**src/rtl/branch_resolve_tracker_pkg.sv**
```systemverilog
// Shared types for the branch resolution tracker.
// - entry_t    : one in-flight prediction recorded at fetch
// - btb_upd_t  : BTB stage-3 update bundle, shared with the BTB's inputs
package branch_resolve_tracker_pkg;

    localparam int ENTRY_W = 65;

    typedef struct packed {
        logic [31:0] pc;
        logic        pred_taken;
        logic [31:0] pred_target;
    } entry_t;

    typedef struct packed {
        logic [31:0] pc;
        logic        is_branch;
        logic        taken;
        logic        prev_taken;
        logic [31:0] target;
    } btb_upd_t;

endpackage

```
**src/rtl/branch_resolve_tracker_fifo.sv**
```systemverilog
// pred_fifo: DEPTH-entry register FIFO of in-flight predictions.
// Ports: clk, rst (sync, active-high), push/pop/clear strobes, push_entry,
//        head (oldest entry), full, empty.
// clear has priority over push and pop; full/empty derive from a count register.
module pred_fifo
    import branch_resolve_tracker_pkg::*;
#(
    parameter int DEPTH = 4
) (
    input  logic   clk,
    input  logic   rst,
    input  logic   push,
    input  logic   pop,
    input  logic   clear,
    input  entry_t push_entry,
    output entry_t head,
    output logic   full,
    output logic   empty
);
    localparam int PTR_W = $clog2(DEPTH);

    entry_t             mem [DEPTH];
    logic [PTR_W-1:0]   rd_ptr_reg;
    logic [PTR_W-1:0]   wr_ptr_reg;
    logic [PTR_W:0]     count_reg;
    logic               do_push;
    logic               do_pop;

    assign full    = (count_reg == (PTR_W+1)'(DEPTH));
    assign empty   = (count_reg == '0);
    assign do_push = push & ~full & ~clear;
    assign do_pop  = pop & ~empty & ~clear;
    assign head    = mem[rd_ptr_reg];

    always_ff @(posedge clk) begin
        if (rst || clear) begin
            rd_ptr_reg <= '0;
            wr_ptr_reg <= '0;
            count_reg  <= '0;
        end else begin
            if (do_push) wr_ptr_reg <= wr_ptr_reg + 1'b1;
            if (do_pop)  rd_ptr_reg <= rd_ptr_reg + 1'b1;
            case ({do_push, do_pop})
                2'b10:   count_reg <= count_reg + 1'b1;
                2'b01:   count_reg <= count_reg - 1'b1;
                default: count_reg <= count_reg;
            endcase
        end
    end

    // Storage slots carry no reset; validity is tracked solely by the pointers.
    generate
        for (genvar gi = 0; gi < DEPTH; gi++) begin : g_slot
            always_ff @(posedge clk) begin
                if (do_push && (wr_ptr_reg == PTR_W'(gi)))
                    mem[gi] <= push_entry;
            end
        end
    endgenerate

endmodule

```
**src/rtl/branch_resolve_tracker.sv**
```systemverilog
// branch_resolve_tracker: records fetch-time BTB predictions and checks them
// against EX resolution in program order.
// Inputs : memory_stall, flush_in, push_* (fetch side), res_* (EX side).
// Outputs: push_ready, upd_* (BTB stage-3 update), mispredict, redirect_pc,
//          sync_err (sticky), br_count / miss_count (saturating statistics).
module branch_resolve_tracker
    import branch_resolve_tracker_pkg::*;
#(
    parameter int DEPTH = 4,
    parameter int CNT_W = 16
) (
    input  logic             clk,
    input  logic             rst,
    input  logic             memory_stall,
    input  logic             flush_in,
    input  logic             push_valid,
    input  logic [31:0]      push_pc,
    input  logic             push_taken,
    input  logic [31:0]      push_target,
    output logic             push_ready,
    input  logic             res_valid,
    input  logic [31:0]      res_pc,
    input  logic             res_is_branch,
    input  logic             res_taken,
    input  logic [31:0]      res_target,
    output logic [31:0]      upd_pc,
    output logic             upd_is_branch,
    output logic             upd_taken,
    output logic             upd_prev_taken,
    output logic [31:0]      upd_target,
    output logic             mispredict,
    output logic [31:0]      redirect_pc,
    output logic             sync_err,
    output logic [CNT_W-1:0] br_count,
    output logic [CNT_W-1:0] miss_count
);
    entry_t           head;
    entry_t           push_entry;
    logic             full;
    logic             empty;
    logic             pop;
    logic             push;
    logic             dir_miss;
    logic             alias_miss;
    logic             miss;
    logic             sync_hit;
    logic             clear;
    logic [31:0]      redirect_next;

    btb_upd_t         upd_reg;
    logic             mispredict_reg;
    logic [31:0]      redirect_reg;
    logic             sync_err_reg;
    logic [CNT_W-1:0] br_count_reg;
    logic [CNT_W-1:0] miss_count_reg;

    assign push_entry = '{pc: push_pc, pred_taken: push_taken, pred_target: push_target};

    assign pop  = res_valid & ~empty & ~memory_stall;
    assign push = push_valid & ~full & ~memory_stall;

    // Target only matters when both prediction and outcome are taken.
    assign dir_miss   = pop & res_is_branch &
                        ((head.pred_taken != res_taken) |
                         (head.pred_taken & res_taken & (head.pred_target != res_target)));
    // A taken prediction on a non-branch means the BTB hit on an aliased PC.
    assign alias_miss = pop & ~res_is_branch & head.pred_taken;
    assign miss       = dir_miss | alias_miss;

    assign sync_hit = res_valid & ~memory_stall & (empty | (res_pc != head.pc));

    // flush_in clears even under memory_stall; miss/sync_hit are already stall-gated.
    assign clear = flush_in | miss | sync_hit;

    always_comb begin
        redirect_next = res_pc + 32'd4;
        if (!sync_hit && res_is_branch && res_taken)
            redirect_next = res_target;
    end

    pred_fifo #(.DEPTH(DEPTH)) u_fifo (
        .clk        (clk),
        .rst        (rst),
        .push       (push),
        .pop        (pop),
        .clear      (clear),
        .push_entry (push_entry),
        .head       (head),
        .full       (full),
        .empty      (empty)
    );

    always_ff @(posedge clk) begin
        if (rst) begin
            upd_reg        <= '0;
            mispredict_reg <= 1'b0;
            redirect_reg   <= '0;
            sync_err_reg   <= 1'b0;
            br_count_reg   <= '0;
            miss_count_reg <= '0;
        end else begin
            upd_reg.is_branch <= pop & res_is_branch;
            mispredict_reg    <= miss | sync_hit;
            if (pop) begin
                upd_reg.pc         <= res_pc;
                upd_reg.taken      <= res_taken;
                upd_reg.prev_taken <= head.pred_taken;
                upd_reg.target     <= res_target;
            end
            if (miss || sync_hit)
                redirect_reg <= redirect_next;
            if (sync_hit)
                sync_err_reg <= 1'b1;
            if (pop && res_is_branch && (br_count_reg != '1))
                br_count_reg <= br_count_reg + 1'b1;
            if (miss && (miss_count_reg != '1))
                miss_count_reg <= miss_count_reg + 1'b1;
        end
    end

    assign push_ready     = ~full;
    assign upd_pc         = upd_reg.pc;
    assign upd_is_branch  = upd_reg.is_branch;
    assign upd_taken      = upd_reg.taken;
    assign upd_prev_taken = upd_reg.prev_taken;
    assign upd_target     = upd_reg.target;
    assign mispredict     = mispredict_reg;
    assign redirect_pc    = redirect_reg;
    assign sync_err       = sync_err_reg;
    assign br_count       = br_count_reg;
    assign miss_count     = miss_count_reg;

endmodule

```
**config.mk**
```make
export PLATFORM = sky130hd
export DESIGN_NAME = branch_resolve_tracker
export DESIGN_NICKNAME = d
export VERILOG_FILES = /design/src/rtl/branch_resolve_tracker_pkg.sv /design/src/rtl/branch_resolve_tracker_fifo.sv /design/src/rtl/branch_resolve_tracker.sv
export SDC_FILE = /design/constraint.sdc
export NUM_CORES = 1
export LEC_CHECK = 0
export BUFFER_PORTS_ARGS = -buffer_cell sky130_fd_sc_hd__buf_2
export CAP_MARGIN = 10
export CORE_UTILIZATION = 30
export CTS_CLUSTER_SIZE = 25
export DETAILED_ROUTE_END_ITERATION = 10
export PLACE_DENSITY = 0.55
export SLEW_MARGIN = 0
export SYNTH_ARGS = -nofsm -noshare
export SYNTH_HDL_FRONTEND = slang
export SYNTH_SLANG_ARGS = --single-unit
```
**constraint.sdc**
```tcl
create_clock -name clk -period 9.3 [get_ports clk]
set_clock_uncertainty 0.15 [all_clocks]
set_input_delay 0.93 -clock clk [delete_from_list [all_inputs] [get_ports clk]]
set_output_delay 0.93 -clock clk [all_outputs]
set_load 0.02 [all_outputs]
```
==> metrics.md, run 1 <==
| Metric | Value |
|---|---|
| Switching power | `0.899 mW` |
| Post-synth EDFFs | `260` |
| Seq/Total Area, Yosys | `63.4%` |
| Initial Util | `30.5%` |
| Final setup violation count | `0` |
| Status | `complete, no violations` |
| GRT Total Usage | `18.1%` |
| Via density | `4.94` |
| Crit path top cell by count | `buf_4` |
| Clock Path Buffers | `3` |
| Gate Count Post-Synth | `1274` |
| FP Rows | `86` |
| Die ar. | `57000 sq um` |
| DR pass1 iterations | `7` |
| Fin crit period | `6.18 ns` |
| Clock-pin slew on the worst setup and hold paths | `0.06 ns` |
| Yosys reg bits | `402` |
| RSZ-0062 raised after global routing | `no` |
| TNS Setup | `0 ns` |
| Initial antenna violation count | `14` |
| Power Dens Cells | `193 nW/um^2` |
| Worst-margin pin slew | `1.16 ns` |
| Chip Width | `239 microns` |
| CTS root buffer | `clkbuf_16` |
| Min-delay worst type | `register to register` |
| Final nets | `1683` |
| P&R area growth vs syn | `21.3%` |
| Delay of the slowest cell on the worst path | `0.93 ns` |
| Final Core Density | `36.9%` |
| Fin. Hold Viols | `0` |
| Detailed Route Iter0 Violations | `1033` |
| Fillers | `5348` |
| PortBufs | `270` |
| Clock share of power | `45.6%` |
| Clock latency on the worst-skew pair | `0.60 ns` |
| CTS tree | `built` |
| Hold buffers post-CTS | `0` |
| H-tree depth | `2` |
| Dpl hpwl | `37.4 mm` |
| Finished Layout Cells | `2323` |
| Vias in the first global route | `11200` |
| Placer's final routability congestion estimate | `0.849` |
| Number of max-cap violations | `0` |
| Avg WL per Cell | `22.5 microns` |
| Sequential cell fraction of total power | `48.9%` |
| Core Region | `55200 sq um` |
| Synth Warn # | `0` |
| Cells after DPL | `2237` |
| Mean Syn Cell Area | `13.2 sq um` |
| Overflow left after global routing | `0` |
| Switching share of power | `22.8%` |
| Async SR Flop Fraction | `0%` |
| Share of cells above drive strength 1 | `28.6%` |
| CP required | `9.36 ns` |
| Syn_nets | `1421` |
| Worst hold slack | `0.298 ns` |
| Maximum VDD drop | `0.0942 mV` |
| Largest net degree at the start of global routing | `85` |
| Static Leakage | `7.09 nW` |
| Clock sinks | `402` |
| Worst Setup Path Type | `register to register` |
| Primary FF master, synth | `edfxtp_1` |
| CP startpoint kind | `register` |
| Post-synthesis cell type count | `61` |
| Ratio of final minimum period to clock period | `66.5%` |
| IO Pins | `271` |
| First-pass GRT wire length | `75.2 mm` |
| Fin. max-slew vios | `0` |
| Hold Crit Start | `upd_pc[30]$_SDFFE_PP0P_` |
| Crit path cell chain | `buf_4, mux4_2, xnor2_1, nand2b_1, nor4_1, nand4_1, a211oi_4, buf_4, and3b_1, and2_2, buf_4` |
| Max reg flops | `260` |
| Endpoint class of the critical path | `register` |
| Chip Height | `239 microns` |
| CTS-repair resized insts | `0` |
| Num CTS Buffers | `45` |
| Vias | `11500` |
| ANT nets after route | `0` |
| # Post-CTS Setup Buffers | `0` |
| Int Power | `3.04 mW` |
| CP max stage cell | `dfxtp_4` |
| Rel. slew slack | `22.5%` |
| Post-Syn Area | `16800 sq um` |
| Reg with most FFs | `u_fifo.mem` |
| Drc violations | `0` |
| Comb power frac | `5.5%` |
| Fmax | `162 MHz` |
| Crit Path Max Fanout | `44` |
| Total Routed Length | `52.3 mm` |
| Critical path arrival | `6.24 ns` |
==> per-stage QoR <==
step                      area [sq um]  worst slack, ns  total power [mW]
after floorplan                  16800             4.52              2.06
after global routing             20400             2.61              4.07
final                            20400             3.12              3.94
after detailed placement         18900             2.96              2.18
after global placement           18900             3.06              2.18
after CTS                        20400             2.93              3.98
==> kinds of logic (layout without fill, tap and decap cells) <==
group	count (synthesis)	in the layout	share of synthesized area [%]
DFF	402	402	63.4
and+or+nand+nor	374	374	10.4
AOI/OAI and AO/OA	208	208	7.81
xor gates and xnor gates	105	105	5.52
buffers and inverters	92	390	2.63
muxes	83	83	9.52
adders and majority gates	10	10	0.789
other	0	3	0
==> metal layers <==
| metal | part of all wire (%) | global-route usage, % | vias up |
|---|---|---|---|
| met5 | 0.14 | 0 | - |
| met1 | 43 | 24.3 | 5725 |
| met4 | 2.2 | 5.07 | 12 |
| met3 | 7.2 | 4.10 | 80 |
| met2 | 47 | 29.3 | 409 |
| li1 | - | - | 5258 |
==> power groups by stage <==
stage | logic (mW) | registers (mW) | clock network (mW)
finish | 0.216 | 1.93 | 1.80
global route | 0.230 | 1.93 | 1.91
CTS | 0.217 | 1.93 | 1.84
detailed placement | 0.215 | 1.97 | 0
global placement | 0.213 | 1.97 | 0
floorplan | 0.0899 | 1.97 | 0
==> synthesized netlist by cell type, types with 17 or more instances <==
master,n,area [sq um]
nand2_1,185,694
mux2i_1,17,170
xor2_1,27,236
a21oi_1,121,606
clkbuf_1,34,128
mux4_2,61,1370
nand4_1,31,194
nand3_1,27,135
xnor2_1,77,674
nor2_1,61,229
dfxtp_1,142,2840
inv_1,26,97.6
edfxtp_1,260,7810
==> layout make-up <==
cell class	count	area [sq um]	area share [%]
inverter	26	97.6	0.479
tap	748	936	4.59
clock buffer	64	1320	6.48
sequential	402	10700	52.3
antenna	3	7.51	0.0368
multi-input combinational	780	5740	28.1
timing repair buffer	281	1440	7.04
clock inverter	19	196	0.963
==> cells in the final DEF (no fill, tap or decap), types with 9 or more instances in the layout <==
cell type,count
a211o_1,14
a21oi_1,121
buf_2,269
buf_4,12
clkbuf_16,47
clkinv_2,9
dfxtp_1,140
edfxtp_1,260
ha_1,9
inv_1,26
mux2i_1,17
mux4_2,61
nand2_1,184
nand3_1,27
nand4_1,31
nor2_1,60
nor3_1,10
nor4_1,9
o21ai_0,16
or3_1,9
or4_1,9
xnor2_1,77
xor2_1,27
==> final timing paths <==
check | endpoint | slack [ns] | cells after the start
setup / recovery | u_fifo.mem[2][21]$_DFFE_PP_ | 3.12 | 11
hold / removal | upd_pc[30]$_SDFFE_PP0P_ | 0.30 | 2
setup reg to reg | u_fifo.mem[2][21]$_DFFE_PP_ | 3.12 | 11
hold reg to reg | upd_pc[30]$_SDFFE_PP0P_ | 0.30 | 2
==> critical path, delay by kind of cell, from the launching register on <==
| family | cells | cell delay, ns |
|---|---|---|
| DFF | 1 | 0.93 |
| AOI/OAI and AO/OA | 1 | 0.31 |
| and+or+nand+nor | 5 | 1.77 |
| buffers and inverters | 3 | 1.70 |
| xor gates and xnor gates | 1 | 0.29 |
| muxes | 1 | 0.57 |
Note: power is estimated with default switching activity, not from simulation.
==> inputs of run 2 (changes only) <==
==> constraint.sdc (replaced) <==
create_clock -name clk -period 5.8 [get_ports clk]
set_clock_uncertainty 0.15 [all_clocks]
set_input_delay 0.58 -clock clk [delete_from_list [all_inputs] [get_ports clk]]
set_output_delay 0.58 -clock clk [all_outputs]
set_load 0.02 [all_outputs]
==> run 2 against run 1 <==
  * Final cell count up 0.43%
  * First-iteration DRC count shrank 6.9%
  * Core utilization up 0.17 points
  * Sequential share of layout area shrank 0.23 points
  * Setup slack got worse by 2.1 ns
  * Largest cell class unchanged
  * Highest routed layer unchanged
==> metrics.md, run 2 (synthesized netlist as in run 1, its figures left out) <==
| Metric | Value |
|---|---|
| Number of max-cap violations | `0 (unchanged)` |
| P&R area growth vs syn | `21.9% (was 21.3%)` |
| Largest net degree at the start of global routing | `80 (was 85)` |
| Switching share of power | `22.8% (about the same)` |
| GRT Total Usage | `18.2% (was 18.1%)` |
| Sequential cell fraction of total power | `49.5% (was 48.9%)` |
| Worst hold slack | `0.0307 ns (was 0.298 ns)` |
| Hold buffers post-CTS | `2 (was 0)` |
| Pre-CTS setup slack | `0.901 ns (was 2.96 ns)` |
| Clock latency on the worst-skew pair | `0.62 ns (was 0.60 ns)` |
| Rel. slew slack | `26.4% (was 22.5%)` |
| Comb power frac | `5.5% (about the same)` |
| Max reg flops | `260 (unchanged)` |
| Most frequent cells in the layout | `269 x buf_2, 260 x edfxtp_1, 184 x nand2_1, 140 x dfxtp_1, 121 x a21oi_1 (unchanged)` |
| Num CTS Buffers | `44 (was 45)` |
| Final setup violation count | `0 (unchanged)` |
| Via density | `4.96 (was 4.94)` |
| Overflow left after global routing | `0 (unchanged)` |
| Worst Setup Path Type | `register to register (unchanged)` |
| Crit Path Max Fanout | `49 (was 44)` |
| PortBufs | `270 (unchanged)` |
| # Post-CTS Setup Buffers | `0 (unchanged)` |
| Core Region | `55200 sq um (unchanged)` |
| Fmax | `207 MHz (was 162 MHz)` |
| Reg with most FFs | `u_fifo.mem (unchanged)` |
| Initial Util | `30.5% (unchanged)` |
| Dpl hpwl | `37.5 mm (was 37.4 mm)` |
| First-pass GRT wire length | `75.2 mm (about the same)` |
| Clock share of power | `45.0% (was 45.6%)` |
| Total Routed Length | `52.5 mm (was 52.3 mm)` |
| FP Rows | `86 (unchanged)` |
| Final nets | `1690 (was 1683)` |
| R2R Setup Slk | `0.97 ns (was 3.12 ns)` |
| H-tree depth | `2 (unchanged)` |
| CTS root buffer | `clkbuf_16 (unchanged)` |
| Maximum VDD drop | `0.195 mV (was 0.0942 mV)` |
| Clock sinks | `402 (unchanged)` |
| CP startpoint kind | `register (unchanged)` |
| Avg WL per Cell | `22.5 microns (about the same)` |
| IO Pins | `271 (unchanged)` |
| Critical path arrival | `5.15 ns (was 6.24 ns)` |
| Power Dens Cells | `305 nW/um^2 (was 193 nW/um^2)` |
| Worst-margin pin slew | `1.10 ns (was 1.16 ns)` |
| Detailed Route Iter0 Violations | `962 (was 1033)` |
| CP required | `6.13 ns (was 9.36 ns)` |
| Min-delay worst type | `input pin to register (was register to register)` |
| Finished Layout Cells | `2333 (was 2323)` |
| Vias | `11600 (was 11500)` |
| Vias in the first global route | `11300 (was 11200)` |
| Fin. Hold Viols | `0 (unchanged)` |
| ANT nets after route | `0 (unchanged)` |
| Int Power | `4.82 mW (was 3.04 mW)` |
| Fin. max-slew vios | `0 (unchanged)` |
| Cells after DPL | `2243 (was 2237)` |
| Setup WS post-layout | `0.971 ns (was 3.12 ns)` |
| Clock Path Buffers | `3 (unchanged)` |
| Endpoint class of the critical path | `register (unchanged)` |
| Status | `complete, no violations (unchanged)` |
| Fin crit period | `4.83 ns (was 6.18 ns)` |
| Chip Width | `239 microns (unchanged)` |
| Drc violations | `0 (unchanged)` |
| CTS tree | `built (unchanged)` |
| Share of cells above drive strength 1 | `28.2% (was 28.6%)` |
| Most common cell after layout, fill and taps aside | `buf_2 (unchanged)` |
| Initial antenna violation count | `21 (was 14)` |
| Die ar. | `57000 sq um (unchanged)` |
| DR pass1 iterations | `5 (was 7)` |
| RSZ-0062 raised after global routing | `no (unchanged)` |
| Ratio of final minimum period to clock period | `83.3% (was 66.5%)` |
| Chip Height | `239 microns (unchanged)` |
| Clock-pin slew on the worst setup and hold paths | `0.06 ns (about the same)` |
| Placer's final routability congestion estimate | `0.855 (was 0.849)` |
| Switching power | `1.43 mW (was 0.899 mW)` |
| Static Leakage | `7.10 nW (was 7.09 nW)` |
| CTS-repair resized insts | `0 (unchanged)` |
| TNS Setup | `0 ns (unchanged)` |
==> run 2: cell types whose count changed in the layout (fill, tap and decap cells not counted), moves of 2 or more <==
cell	delta
buf_12	+5
clkbuf_1	+5
clkbuf_16	-2
clkbuf_4	+2
clkbuf_8	-5
clkinv_1	+3
clkinv_16	+2
clkinv_2	-3
diode_2	+5
dlygate4sd3_1	+2
inv_4	-2
==> run 2: area by class of cell <==
cell class	count	area, sq um
Timing Repair Buffer	289	1560
Inverter	26	97.6
Antenna cell	8	20.0
Clock buffer	63	1230
Sequential cell	402	10700
Fill cell	5357	34700
Clock inverter	17	238
Tap cell	748	936
Multi-Input combinational cell	780	5740
==> run 2: per-layer routing <==
metal,GRT usage [%],part of all wire [%],wire [microns],vias to the layer above
li1,-,-,-,5285
met1,23.6,42,22200,5767
met2,29.6,47,24900,411
met3,4.42,7.4,3890,95
met4,6.33,2.7,1400,14
met5,0,0.18,92,-
==> run 2: per-stage QoR <==
stage | util, % | instance area [sq um] | power [mW]
6_report | 37.1 | 20500 | 6.25
3_5_place_dp | 34.4 | 19000 | 3.50
4_1_cts | 37.1 | 20500 | 6.31
5_1_grt | 37.1 | 20500 | 6.44
3_3_place_gp | 34.4 | 19000 | 3.49
2_1_floorplan | - | 16800 | 3.31
==> run 2: path summary, 6_finish.rpt <==
path                                         startpoint                               end  cells past startpoint
worst max-delay path                           register  u_fifo.count_reg[2]$_SDFFE_PP0P_                     17
worst min-delay path                     push_target[9]        u_fifo.mem[2][9]$_DFFE_PP_                      1
worst max register to register                 register  u_fifo.count_reg[2]$_SDFFE_PP0P_                     17
worst min register to register  upd_pc[23]$_SDFFE_PP0P_           upd_pc[23]$_SDFFE_PP0P_                      2
==> run 2: worst max-delay path, cell delays in order, from the launching register on <==
cell	delay, ns
dfxtp_4	0.96
buf_4	0.37
mux4_2	0.58
a22oi_1	0.21
o2111ai_1	0.15
nor3_1	0.26
nand4_1	0.28
nand2_1	0.14
buf_4	0.21
nand2_1	0.11
nor3_1	0.16
ha_1	0.21
inv_1	0.06
fa_1	0.37
xor2_1	0.15
nor2_1	0.13
xnor2_1	0.13
nor2_1	0.05
==> run 2: power by group through the flow <==
stage	Combinational [mW]	Sequential (mW)	Clock, mW
floorplan	0.144	3.17	0
global placement	0.341	3.15	0
detailed placement	0.346	3.15	0
CTS	0.349	3.09	2.87
global route	0.371	3.09	2.98
finish	0.346	3.09	2.81
==> inputs of run 3 (changes only) <==
==> constraint.sdc (replaced) <==
create_clock -name clk -period 4.9 [get_ports clk]
set_clock_uncertainty 0.15 [all_clocks]
set_input_delay 0.49 -clock clk [delete_from_list [all_inputs] [get_ports clk]]
set_output_delay 0.49 -clock clk [all_outputs]
set_load 0.02 [all_outputs]
==> run 3 against run 2 <==
  * Setup slack lost 0.46 ns
  * Via count grew 2.4%
  * Die area stayed put
  * Sequential power up 18%
  * Critical path depth stayed put
  * Routed wire length up 1.1%
  * Combinational power is 33% higher
  * Flip-flop and latch count unchanged
  * Worst hold slack improved by 0.017 ns
  * Clock power grew 26%
  * Highest routed layer unchanged
  * Final cell count rose by 3.2%
==> metrics.md, run 3 (synthesized netlist as in run 1, its figures left out) <==
| Metric | Value |
|---|---|
| Dpl hpwl | `38.2 mm (was 37.5 mm)` |
| Met2 Track Usage GR | `29.1% (was 29.6%)` |
| Core Region | `55200 sq um (unchanged)` |
| Min-delay worst type | `input pin to register (unchanged)` |
| Fmax | `228 MHz (was 207 MHz)` |
| Detailed Route Iter0 Violations | `932 (was 962)` |
| Worst Setup Path Type | `register to register (unchanged)` |
| Chip Height | `239 microns (unchanged)` |
| FP Rows | `86 (unchanged)` |
| PortBufs | `270 (unchanged)` |
| Reg2reg path depth | `17 (unchanged)` |
| Met3 Resource Use GR | `4.11% (was 4.42%)` |
| Fin crit period | `4.39 ns (was 4.83 ns)` |
| DR pass1 iterations | `5 (unchanged)` |
| RSZ-0062 raised after global routing | `no (unchanged)` |
| Placer's final routability congestion estimate | `0.862 (was 0.855)` |
| Power Dens Cells | `358 nW/um^2 (was 305 nW/um^2)` |
| Initial Util | `30.5% (unchanged)` |
| Grt met1 use | `24.5% (was 23.6%)` |
| First-pass GRT wire length | `75.8 mm (was 75.2 mm)` |
| Reg with most FFs | `u_fifo.mem (unchanged)` |
| Clock sinks | `402 (unchanged)` |
| Most common cell after layout, fill and taps aside | `buf_2 (unchanged)` |
| IO Pins | `271 (unchanged)` |
| Final setup violation count | `0 (unchanged)` |
| H-tree depth | `2 (unchanged)` |
| Critical path arrival | `4.68 ns (was 5.15 ns)` |
| Die ar. | `57000 sq um (unchanged)` |
| CP required | `5.19 ns (was 6.13 ns)` |
| TNS Setup | `0 ns (unchanged)` |
| Status | `complete, no violations (unchanged)` |
| Ratio of final minimum period to clock period | `89.5% (was 83.3%)` |
| Share of cells above drive strength 1 | `28.5% (was 28.2%)` |
| Static Leakage | `7.49 nW (was 7.10 nW)` |
| Initial antenna violation count | `6 (was 21)` |
| Finished Layout Cells | `2408 (was 2333)` |
| Most used routing layer | `met2 (unchanged)` |
| Clock-pin slew on the worst setup and hold paths | `0.06 ns (about the same)` |
| Worst-margin pin slew | `0.908 ns (was 1.10 ns)` |
| Number of max-cap violations | `0 (unchanged)` |
| Final Core Density | `38.7% (was 37.1%)` |
| Vias | `11800 (was 11600)` |
| Cells after DPL | `2254 (was 2243)` |
| Drc violations | `0 (unchanged)` |
| Clock Path Buffers | `3 (unchanged)` |
| Placed Area | `19100 sq um (was 19000 sq um)` |
| Hold Crit Depth | `3 (was 1)` |
| Num CTS Buffers | `45 (was 44)` |
| Chip Width | `239 microns (unchanged)` |
| Endpoint class of the critical path | `register (unchanged)` |
| P&R area growth vs syn | `27.2% (was 21.9%)` |
| CTS tree | `built (unchanged)` |
| Crit Path Max Fanout | `31 (was 49)` |
| Largest net degree at the start of global routing | `69 (was 80)` |
| Overflow left after global routing | `0 (unchanged)` |
| Fin. max-slew vios | `0 (unchanged)` |
| Fin. Hold Viols | `0 (unchanged)` |
| Avg WL per Cell | `22.0 microns (was 22.5 microns)` |
| Vias in the first global route | `11500 (was 11300)` |
| Final nets | `1766 (was 1690)` |
| Total Routed Length | `53.1 mm (was 52.5 mm)` |
| Rel. slew slack | `39.0% (was 26.4%)` |
| Via density | `4.92 (was 4.96)` |
| Clock latency on the worst-skew pair | `0.59 ns (was 0.62 ns)` |
| Most frequent cells in the layout | `269 x buf_2, 260 x edfxtp_1, 184 x nand2_1, 140 x dfxtp_1, 121 x a21oi_1 (unchanged)` |
| CTS root buffer | `clkbuf_16 (unchanged)` |
| Maximum VDD drop | `0.218 mV (was 0.195 mV)` |
| Max reg flops | `260 (unchanged)` |
| GRT Total Usage | `18.3% (was 18.2%)` |
| Post-route design area | `21400 sq um (was 20500 sq um)` |
| CP startpoint kind | `register (unchanged)` |
| ANT nets after route | `0 (unchanged)` |
## run 3: worst paths after layout
check / start / to / slack (ns)
worst min-delay path: res_target[13] / upd_target[13]$_SDFFE_PP0P_ / 0.05
worst min register to register: redirect_pc[31]$_SDFFE_PP0P_ / redirect_pc[31]$_SDFFE_PP0P_ / 0.30
worst max register to register: register / u_fifo.count_reg[2]$_SDFFE_PP0P_ / 0.51
worst max-delay path: register / u_fifo.count_reg[2]$_SDFFE_PP0P_ / 0.51
## run 3: routing by layer
layer	wire length (microns)	up-vias	part of all wire [%]
met5	24	-	0.045
met4	1410	4	2.7
met3	4030	74	7.6
met2	24800	411	47
met1	22800	5925	43
li1	-	5432	-
## run 3: cell type report
cell class,count,area (sq um)
Fill cell,5337,33800
Sequential cell,402,10700
Multi-Input combinational cell,780,5740
Timing Repair Buffer,364,2350
Clock buffer,58,1300
Tap cell,748,936
Clock inverter,26,290
Inverter,26,97.6
Antenna cell,4,10.0
## run 3: timing repair
| action | in CTS | in global routing |
|---|---|---|
| setup buffers | 0 | 1 |
| hold endpoints to repair | 258 | 0 |
| gates resized for setup | 0 | 0 |
| hold buffers | 65 | 0 |
| endpoints found under the setup margin | 0 | 1 |
## run 3: metrics by stage
stage	power, mW	hold slack, ns	setup slack (ns)
floorplan	3.92	0.335	0.371
global placement	4.14	0.288	0.338
detailed placement	4.14	0.293	0.331
CTS	7.73	0.00828	0.307
global route	7.88	0.0350	0.176
finish	7.65	0.0476	0.515
## run 3: critical path: stages (launching register included)
cell     delay, ns
dfxtp_4       0.59
buf_12        0.27
buf_4         0.21
mux4_2        0.52
xnor2_1       0.19
nand4_1       0.11
nor4_1        0.35
a21oi_1       0.30
nor2_1        0.20
nand2_1       0.11
nor3_1        0.17
ha_1          0.21
inv_1         0.06
fa_1          0.37
xor2_1        0.15
nor2_1        0.12
xnor2_1       0.13
nor2_1        0.05
## run 3: where the power goes
| group | internal, mW | total (mW) | switching (mW) |
|---|---|---|---|
| clock network | 2.11 | 3.54 | 1.43 |
| logic | 0.173 | 0.460 | 0.287 |
| registers | 3.64 | 3.66 | 0.0197 |
